--- src/rtl/ws2812_pkg.sv ---
// Shared types and default timing for the WS2812 serial encoder.
// Holds the FSM state enum, the colour word type and the wire-order helper.
// Optional macro WS2812_GRB_ORDER_EN: reorder {R,G,B} words to {G,R,B}.
package ws2812_pkg;

    typedef enum logic [1:0] {
        IDLE,
        HIGH,
        LOW,
        LATCH
    } state_t;

    typedef logic [23:0] color_t;

    localparam int T0H_DEF   = 20;
    localparam int T1H_DEF   = 40;
    localparam int BIT_DEF   = 62;
    localparam int RESET_DEF = 2500;
    localparam int LED_DEF   = 8;

    function automatic color_t wire_order(color_t c);
`ifdef WS2812_GRB_ORDER_EN
        return {c[15:8], c[23:16], c[7:0]};
`else
        return c;
`endif
    endfunction

endpackage

--- src/rtl/ws2812_pulse_timer.sv ---
// Loadable down-counter that times the HIGH, LOW and LATCH phases.
// Ports: clk, rst_n, load, load_val (cycles-1), tc (count is zero).
module ws2812_pulse_timer #(
    parameter int W = 12
) (
    input  logic         clk,
    input  logic         rst_n,
    input  logic         load,
    input  logic [W-1:0] load_val,
    output logic         tc
);

    logic [W-1:0] cnt_q;

    always_ff @(posedge clk or negedge rst_n) begin
        if (!rst_n) begin
            cnt_q <= '0;
        end else if (load) begin
            cnt_q <= load_val;
        end else if (cnt_q != '0) begin
            cnt_q <= cnt_q - 1'b1;
        end
    end

    assign tc = (cnt_q == '0);

endmodule

--- src/rtl/ws2812_bit_encoder.sv ---
// WS2812 pulse-width line encoder: 24-bit words in via valid/ready, MSB-first
// serial out on dout, latch period after the last word of a refresh.
// Ports: clk, rst_n, frame_in/frame_valid/frame_ready, led_index, dout,
// busy, frame_done, underrun. Macro WS2812_GRB_ORDER_EN selects GRB order.
module ws2812_bit_encoder
    import ws2812_pkg::*;
#(
    parameter int T0H_CYC   = T0H_DEF,
    parameter int T1H_CYC   = T1H_DEF,
    parameter int BIT_CYC   = BIT_DEF,
    parameter int RESET_CYC = RESET_DEF,
    parameter int LED_COUNT = LED_DEF
) (
    input  logic        clk,
    input  logic        rst_n,
    input  logic [23:0] frame_in,
    input  logic        frame_valid,
    output logic        frame_ready,
    output logic [2:0]  led_index,
    output logic        dout,
    output logic        busy,
    output logic        frame_done,
    output logic        underrun
);

    localparam int MAX_CYC = (BIT_CYC > RESET_CYC) ? BIT_CYC : RESET_CYC;
    localparam int TW      = $clog2(MAX_CYC + 1);

    // Timer load values are phase length minus one.
    localparam logic [TW-1:0] HI0 = TW'(T0H_CYC - 1);
    localparam logic [TW-1:0] HI1 = TW'(T1H_CYC - 1);
    localparam logic [TW-1:0] LO0 = TW'(BIT_CYC - T0H_CYC - 1);
    localparam logic [TW-1:0] LO1 = TW'(BIT_CYC - T1H_CYC - 1);
    localparam logic [TW-1:0] LAT = TW'(RESET_CYC - 1);
    localparam logic [2:0]    LAST_W = 3'(LED_COUNT - 1);

    state_t        state_q, state_nxt;
    color_t        hold_q, shift_q, load_word;
    logic          full_q;
    logic [4:0]    bit_q;
    logic [2:0]    word_q, idx_q;
    logic          dout_q, urun_q, done_q;

    logic          accept, load, shift_en, word_inc, word_clr;
    logic          urun_nxt, done_nxt;
    logic          tmr_load, tmr_tc;
    logic [TW-1:0] tmr_val;

    assign accept      = frame_valid & ~full_q;
    assign load_word   = wire_order(hold_q);
    assign frame_ready = ~full_q;
    assign led_index   = idx_q;
    assign dout        = dout_q;
    assign busy        = (state_q != IDLE);
    assign frame_done  = done_q;
    assign underrun    = urun_q;

    ws2812_pulse_timer #(.W(TW)) u_timer (
        .clk      (clk),
        .rst_n    (rst_n),
        .load     (tmr_load),
        .load_val (tmr_val),
        .tc       (tmr_tc)
    );

    always_comb begin
        state_nxt = state_q;
        load      = 1'b0;
        shift_en  = 1'b0;
        word_inc  = 1'b0;
        word_clr  = 1'b0;
        urun_nxt  = 1'b0;
        done_nxt  = 1'b0;
        tmr_load  = 1'b0;
        tmr_val   = '0;
        unique case (state_q)
            IDLE: begin
                if (full_q) begin
                    load      = 1'b1;
                    tmr_load  = 1'b1;
                    tmr_val   = load_word[23] ? HI1 : HI0;
                    state_nxt = HIGH;
                end
            end
            HIGH: begin
                if (tmr_tc) begin
                    tmr_load  = 1'b1;
                    tmr_val   = shift_q[23] ? LO1 : LO0;
                    state_nxt = LOW;
                end
            end
            LOW: begin
                if (tmr_tc) begin
                    tmr_load = 1'b1;
                    if (bit_q != 5'd23) begin
                        shift_en  = 1'b1;
                        tmr_val   = shift_q[22] ? HI1 : HI0;
                        state_nxt = HIGH;
                    end else if (word_q == LAST_W) begin
                        tmr_val   = LAT;
                        state_nxt = LATCH;
                    end else if (full_q) begin
                        // Next word follows with no gap.
                        load      = 1'b1;
                        word_inc  = 1'b1;
                        tmr_val   = load_word[23] ? HI1 : HI0;
                        state_nxt = HIGH;
                    end else begin
                        urun_nxt  = 1'b1;
                        tmr_val   = LAT;
                        state_nxt = LATCH;
                    end
                end
            end
            LATCH: begin
                if (tmr_tc) begin
                    done_nxt  = 1'b1;
                    word_clr  = 1'b1;
                    state_nxt = IDLE;
                end
            end
            default: state_nxt = IDLE;
        endcase
    end

    always_ff @(posedge clk or negedge rst_n) begin
        if (!rst_n) begin
            state_q <= IDLE;
            hold_q  <= '0;
            shift_q <= '0;
            full_q  <= 1'b0;
            bit_q   <= '0;
            word_q  <= '0;
            idx_q   <= '0;
            dout_q  <= 1'b0;
            urun_q  <= 1'b0;
            done_q  <= 1'b0;
        end else begin
            state_q <= state_nxt;
            dout_q  <= (state_nxt == HIGH);
            urun_q  <= urun_nxt;
            done_q  <= done_nxt;
            full_q  <= accept | (full_q & ~load);
            if (accept) begin
                hold_q <= frame_in;
            end
            if (load) begin
                shift_q <= load_word;
                bit_q   <= '0;
            end else if (shift_en) begin
                shift_q <= {shift_q[22:0], 1'b0};
                bit_q   <= bit_q + 5'd1;
            end
            if (word_clr) begin
                word_q <= '0;
            end else if (word_inc) begin
                word_q <= word_q + 3'd1;
            end
            // A word arriving after an underrun starts a new refresh.
            if (urun_nxt) begin
                idx_q <= '0;
            end else if (accept) begin
                idx_q <= (idx_q == LAST_W) ? 3'd0 : idx_q + 3'd1;
            end
        end
    end

endmodule

--- config.mk ---
export PLATFORM = sky130hd
export DESIGN_NAME = ws2812_bit_encoder
export DESIGN_NICKNAME = d
export VERILOG_FILES = /design/src/rtl/ws2812_pkg.sv /design/src/rtl/ws2812_pulse_timer.sv /design/src/rtl/ws2812_bit_encoder.sv
export SDC_FILE = /design/constraint.sdc
export NUM_CORES = 1
export LEC_CHECK = 0
export CORE_MARGIN = 5
export CORE_UTILIZATION = 39
export DETAILED_ROUTE_END_ITERATION = 7
export HOLD_SLACK_MARGIN = 0.15
export MAX_ROUTING_LAYER = met4
export PLACE_DENSITY = 0.7
export SYNTH_ARGS = -nofsm -noshare
export SYNTH_HDL_FRONTEND = slang
export SYNTH_SLANG_ARGS = --single-unit
--- constraint.sdc ---
create_clock -name clk -period 7.2 [get_ports clk]
set_clock_uncertainty 0.05 [all_clocks]
set_input_delay 1.08 -clock clk [delete_from_list [all_inputs] [get_ports clk]]
set_output_delay 1.08 -clock clk [all_outputs]
set_load 0.01 [all_outputs]
Word level (Yosys, flattened, before mapping)
Cells that the tools add are included.
{ "totals": {"inputBits": 27, "ff_bits": 77, "word_cells": 82, "out_inout_bits": 8} }
{ "classes": {"bitwise": 5, "add_sub_neg": 4, "n_eq_ne": 7, "muxes": 46, "n_reduce_logical": 9} }
{ "op_table": {"columns": ["operator", "count"], "rows": [
  ["two-way mux 12 bit", 6],
  ["two-way mux 24 bit", 2],
  ["one-hot mux 12 bit (3 select lines)", 1],
  ["two-way mux 6 bit", 5],
  ["two-way mux 1 bit", 15],
  ["two-way mux 3 bit", 5],
  ["two-way mux 2 bit", 7],
  ["logical NOT 12 bit", 1],
  ["nonzero test 12 bit", 1],
  ["subtractor 12 x 1 -> 12 bit, second input constant", 1],
  ["two-way mux 5 bit", 2],
  ["nonzero test 2 bit", 5],
  ["one-hot mux 2 bit (4 select lines)", 1],
  ["adder 3 x 1 -> 3 bit, second input constant", 2],
  ["equality test 3 bit, second input constant", 2],
  ["adder 5 x 1 -> 5 bit, second input constant", 1],
  ["!= test 5 bit, second input constant", 1],
  ["equality test 2 x 1 -> 1 bit, second input constant", 2],
  ["equality test 2 bit, second input constant", 2],
  ["one-hot mux 1 bit (2 select lines)", 2],
  ["AND 1 bit", 2],
  ["logical NOT 2 bit", 1],
  ["inverter 1 bit", 2],
  ["OR reduction 2 bit", 1],
  ["bitwise OR 1 bit", 1]
]} }

Longest topological paths before layout
{ "logic_depth": {"ltp_word": 8, "ltp_mapped": 8, "ltp_nobuf": 6} }

Modules after synthesis
Synthesis repeated with hierarchy kept, for this count alone.
{ "hier_totals": {"hier_cells": 389, "area_unflattened_um2": 3779.9} }
{ "modules_own_cells": {"columns": ["mod", "instances", "area_per_inst_um2", "seq_area_each_um2", "cells_per_inst"], "rows": [
  ["ws2812_bit_encoder", 1, 3049.2, 1626.6, 317],
  ["ws2812_pulse_timer", 1, 730.7, 300.3, 72]
]} }

Worst setup path after synthesis
OpenSTA, ideal clock, no wires.
{ "synth_path": {"kind": "register -> register", "start": "register state_q[0]", "end": "register shift_q[10]", "t_arrival_ns": 2.575, "stages_incl_launch_ff": 8, "synth_period_minus_slack_ns": 2.752, "setup_slack_ns": 4.448, "path_buffers": 1, "required_ns": 7.022, "setup_ns": 0.128, "path_cell_list": "dfrtp_1 > inv_1 > ha_1 > or4b_2 > nor4_4 > buf_6 > mux2_1 > mux2_1"} }
{ "synth_via": {"elab_chain_len": 3, "word_cells_on_any_way": 6, "cone_classes": "eq/ne (1); mux (3); reduce/logical (2)"} }
{ "synth_lines": {"columns": ["item", "line", "rtl"], "rows": [
  ["start, declared", "ws2812_bit_encoder.sv:37", "state_t state_q, state_nxt;"],
  ["start signal, assigned", "ws2812_bit_encoder.sv:139", "state_q <= state_nxt;"],
  ["equality test 2 bit or logical NOT 2 bit (tied branches)", "ws2812_bit_encoder.sv:76", "unique case (state_q)"],
  ["one-hot mux 1 bit (2 select lines) or two-way mux 1 bit (tied branches)", "ws2812_bit_encoder.sv:76", null],
  ["two-way mux 24 bit or nonzero test 2 bit (tied branches)", null, null],
  ["end signal, assigned", "ws2812_bit_encoder.sv:148", "shift_q <= load_word;"],
  ["end signal, assigned", "ws2812_bit_encoder.sv:151", "shift_q <= {shift_q[22:0], 1'b0};"],
  ["end, declared", "ws2812_bit_encoder.sv:38", "color_t hold_q, shift_q, load_word;"]
]} }
Parallel ways exist; a longest one is shown, timed or not.
A chain may end at the register's enable or synchronous reset.

Final worst setup path
{ "layout_path": {"start": "register state_q[0]", "end": "register shift_q[14]"} }
Same word-level chain as after synthesis.

==> metrics.csv <==
metric,value,unit
Initial Util,39.8,%
placed cell area,0.00435,mm²
gr busiest metal,met2,
CTS Root Cell,clkbuf_8,
GRT Total Usage,13.8,%
measured slew at the worst slew-check pin,1080,ps
period utilization,41.4,%
CP Capture Type,flop,
R2R Path End,shift_q[14]$_DFFE_PN0P_,
Hold Path Sink,shift_q[15]$_DFFE_PN0P_,
simple-gate share of the synthesized area,12.4,%
syn_nets,368,
H-tree lvl count,3,
antenna cells,0,
maximum vdd drop,0.189,mV
Final Hold Viols,0,
multi-input logic area,0.00185,mm²
worst reg2reg startpoint,state_q[0]$_DFF_PN0_,
most common cell in the netlist,dfrtp_1,
Hold Path Stages,1,
via-per-instance ratio,5.26,
routed wire length,7390,µm
fillcell total,885,
Mean Syn Cell Area,11.8,µm²
routability congestion estimate,0.844,
Synth Area in Compound Gates,8.48,%
critical path's top delay family,simple AND/OR/NAND/NOR gates,
total of max-cap violations,0,
Worst Path Required,7390,ps
Place WS,4210,ps
area delta synth->final,16.1,%
status,"complete, no violations",
CTS tree,built,
Final setup viols,0,
Synth Area in XOR/XNOR,1.80,%
total grt overflow,0,
CTS Hold Bufs,0,
vias in the first global route,2690,
WL/cell,14.8,µm
Core Area,0.00977,mm²
clock-pin slew on the worst setup and hold paths,80,ps
deepest clock path buffer count,2,
worst path cell trace,"inv_1, ha_1, nor4b_1, nand4_1, o21a_1, mux2_1",
row count,36,
share of cells above drive strength 1,17.2,%
critical-path maximum fanout,25,
Post-synth EDFFs,0,
Synth Area in Adders,3.85,%
largest net degree at the start of global routing,78,
Area contributors post-synth,"dfrtp_1 (49%), mux2_2 (11%), mux2_1 (9.5%), ha_1 (3.9%), a21oi_1 (1.8%)",
Yosys top cell by area,dfrtp_1,
CP startpoint kind,flop,
Hold Crit Class,reg2reg,
met2 GRT Util,22.5,%
final setup TNS,0,ps
sequential share of the synthesized area,49.5,%
worst reg-to-reg setup slack,4220,ps
DRC Markers,0,
Post CTS Setup Buffer Count,0,
initial DRC count,147,
combinational family with the most area after synthesis,multiplexers,
Detailed Routing Iterations Pass 1,4,
post-synthesis mux area share,21.0,%
hpwl dp,5140,µm
"FFs w/ async S/R, synth",100,%
Finished Cell Area,0.00452,mm²
Netlist cell types,53,
register bit total from synthesis,77,
final worst slack,4220,ps
Die Width,110,µm
DRT antenna net count,0,
yosys warns,0,
critical path class,reg2reg,
CP max stage delay,660,ps
gate count of the mapped netlist,329,
Worst slew margin,27.8,%
io pins,35,
met3 GRT Util,2.99,%
vias post-DR,2630,
Mapped Area,0.00389,mm²
total power,1750,µW
Cell Pwr Density,387,mW/mm²
hold path start,hold_q[15]$_DFFE_PN0P_,
CTS resizes,0,
RSZ-0062 raised after global routing,false,
total die area,0.0121,mm²
Reg area,0.00193,mm²
"Slew Viols, Final",0,
first-pass GRT wire length,12800,µm
Worst Path Buf+Inv,1,
CP max stage cell,o21a_1,
worst skew pair latency,350,ps
CTS buffer count,9,
Tmin final,2980,ps
Final #Nets,401,
synth cell count leaders,"dfrtp_1 (77), mux2_2 (37), mux2_1 (33), nand2_1 (17)",
met1 usage,17.0,%
Leakage,0.00187,µW
R2R depth,6,
Yosys top cell area share,49.5,%
CP arrival,3170,ps
"Top FF cell, synth",dfrtp_1,
initial antenna violation count,0,
clock sink total,77,
chip height,110,µm
FMAX,0.335,GHz
I/O Buffers,34,
placed cells by master (no fill, tap or decap), types with 10 or more instances in the layout:
cell type / count
a21oi_1: 14
ha_1: 12
o21ai_0: 14
nand3_1: 10
clkdlybuf4s50_1: 33
nor2_1: 11
mux2_1: 33
nand2_1: 17
dfrtp_1: 77
mux2_2: 37
power by group:
part	internal, µW	leakage (µW)	total (µW)	switching (µW)
sequential	622	0.000942	757	135
clock	128	0.0000868	294	166
combinational	360	0.000841	699	338
total	1110	0.00187	1750	640
sequential cells by signal, indices dropped and copies added, names as in the netlist:
register and flops:
frame_done 1, u_timer.cnt_q 12, bit_q 5, full_q 1
hold_q 24, state_q 2, shift_q 24, word_q 3
dout 1, underrun 1, led_index 3
logic make-up (layout without fill, tap and decap cells):
family / after synthesis / after routing
muxes: 73 / 73
and+or+nand+nor: 82 / 82
AOI/OAI and AO/OA: 52 / 52
buffers and inverters: 25 / 63
adders and majority gates: 12 / 12
DFF: 77 / 77
xor gates and xnor gates: 8 / 8
worst max-delay path by stage:
stage	slack, ps	end	start	depth (start not counted)
after floorplan	4450	shift_q[10]$_DFFE_PN0P_	state_q[0]$_DFF_PN0_	7
after global placement	4380	shift_q[19]$_DFFE_PN0P_	state_q[0]$_DFF_PN0_	6
after detailed placement	4210	shift_q[6]$_DFFE_PN0P_	state_q[0]$_DFF_PN0_	6
after CTS	4220	shift_q[20]$_DFFE_PN0P_	state_q[0]$_DFF_PN0_	6
after global routing	3880	shift_q[21]$_DFFE_PN0P_	state_q[0]$_DFF_PN0_	6
final	4220	shift_q[14]$_DFFE_PN0P_	state_q[0]$_DFF_PN0_	6
area by class of cell:
cell class / count / area share, %
flip-flops and latches: 77 / 42.6
multi-input cells: 227 / 41.0
repair buffers: 38 / 8.13
well taps: 133 / 3.68
clock buffers: 10 / 2.82
clock inverters: 6 / 1.05
inverters: 9 / 0.747
per-layer routing:
| layer | part of all wire (%) | up-vias |
|---|---|---|
| li1 | - | 1283 |
| met1 | 45 | 1280 |
| met2 | 50 | 55 |
| met3 | 3.7 | 12 |
| met4 | 1.5 | 0 |
| met5 | 0 | - |
metrics by stage:
step / util [%] / hold WS, ps / instances
2_1_floorplan: - / 404 / 329
3_3_place_gp: 44.5 / 418 / 484
3_5_place_dp: 44.5 / 423 / 484
4_1_cts: 46.3 / 443 / 500
5_1_grt: 46.3 / 458 / 500
6_report: 46.3 / 440 / 500
Note: power is estimated with default switching activity, not from simulation.
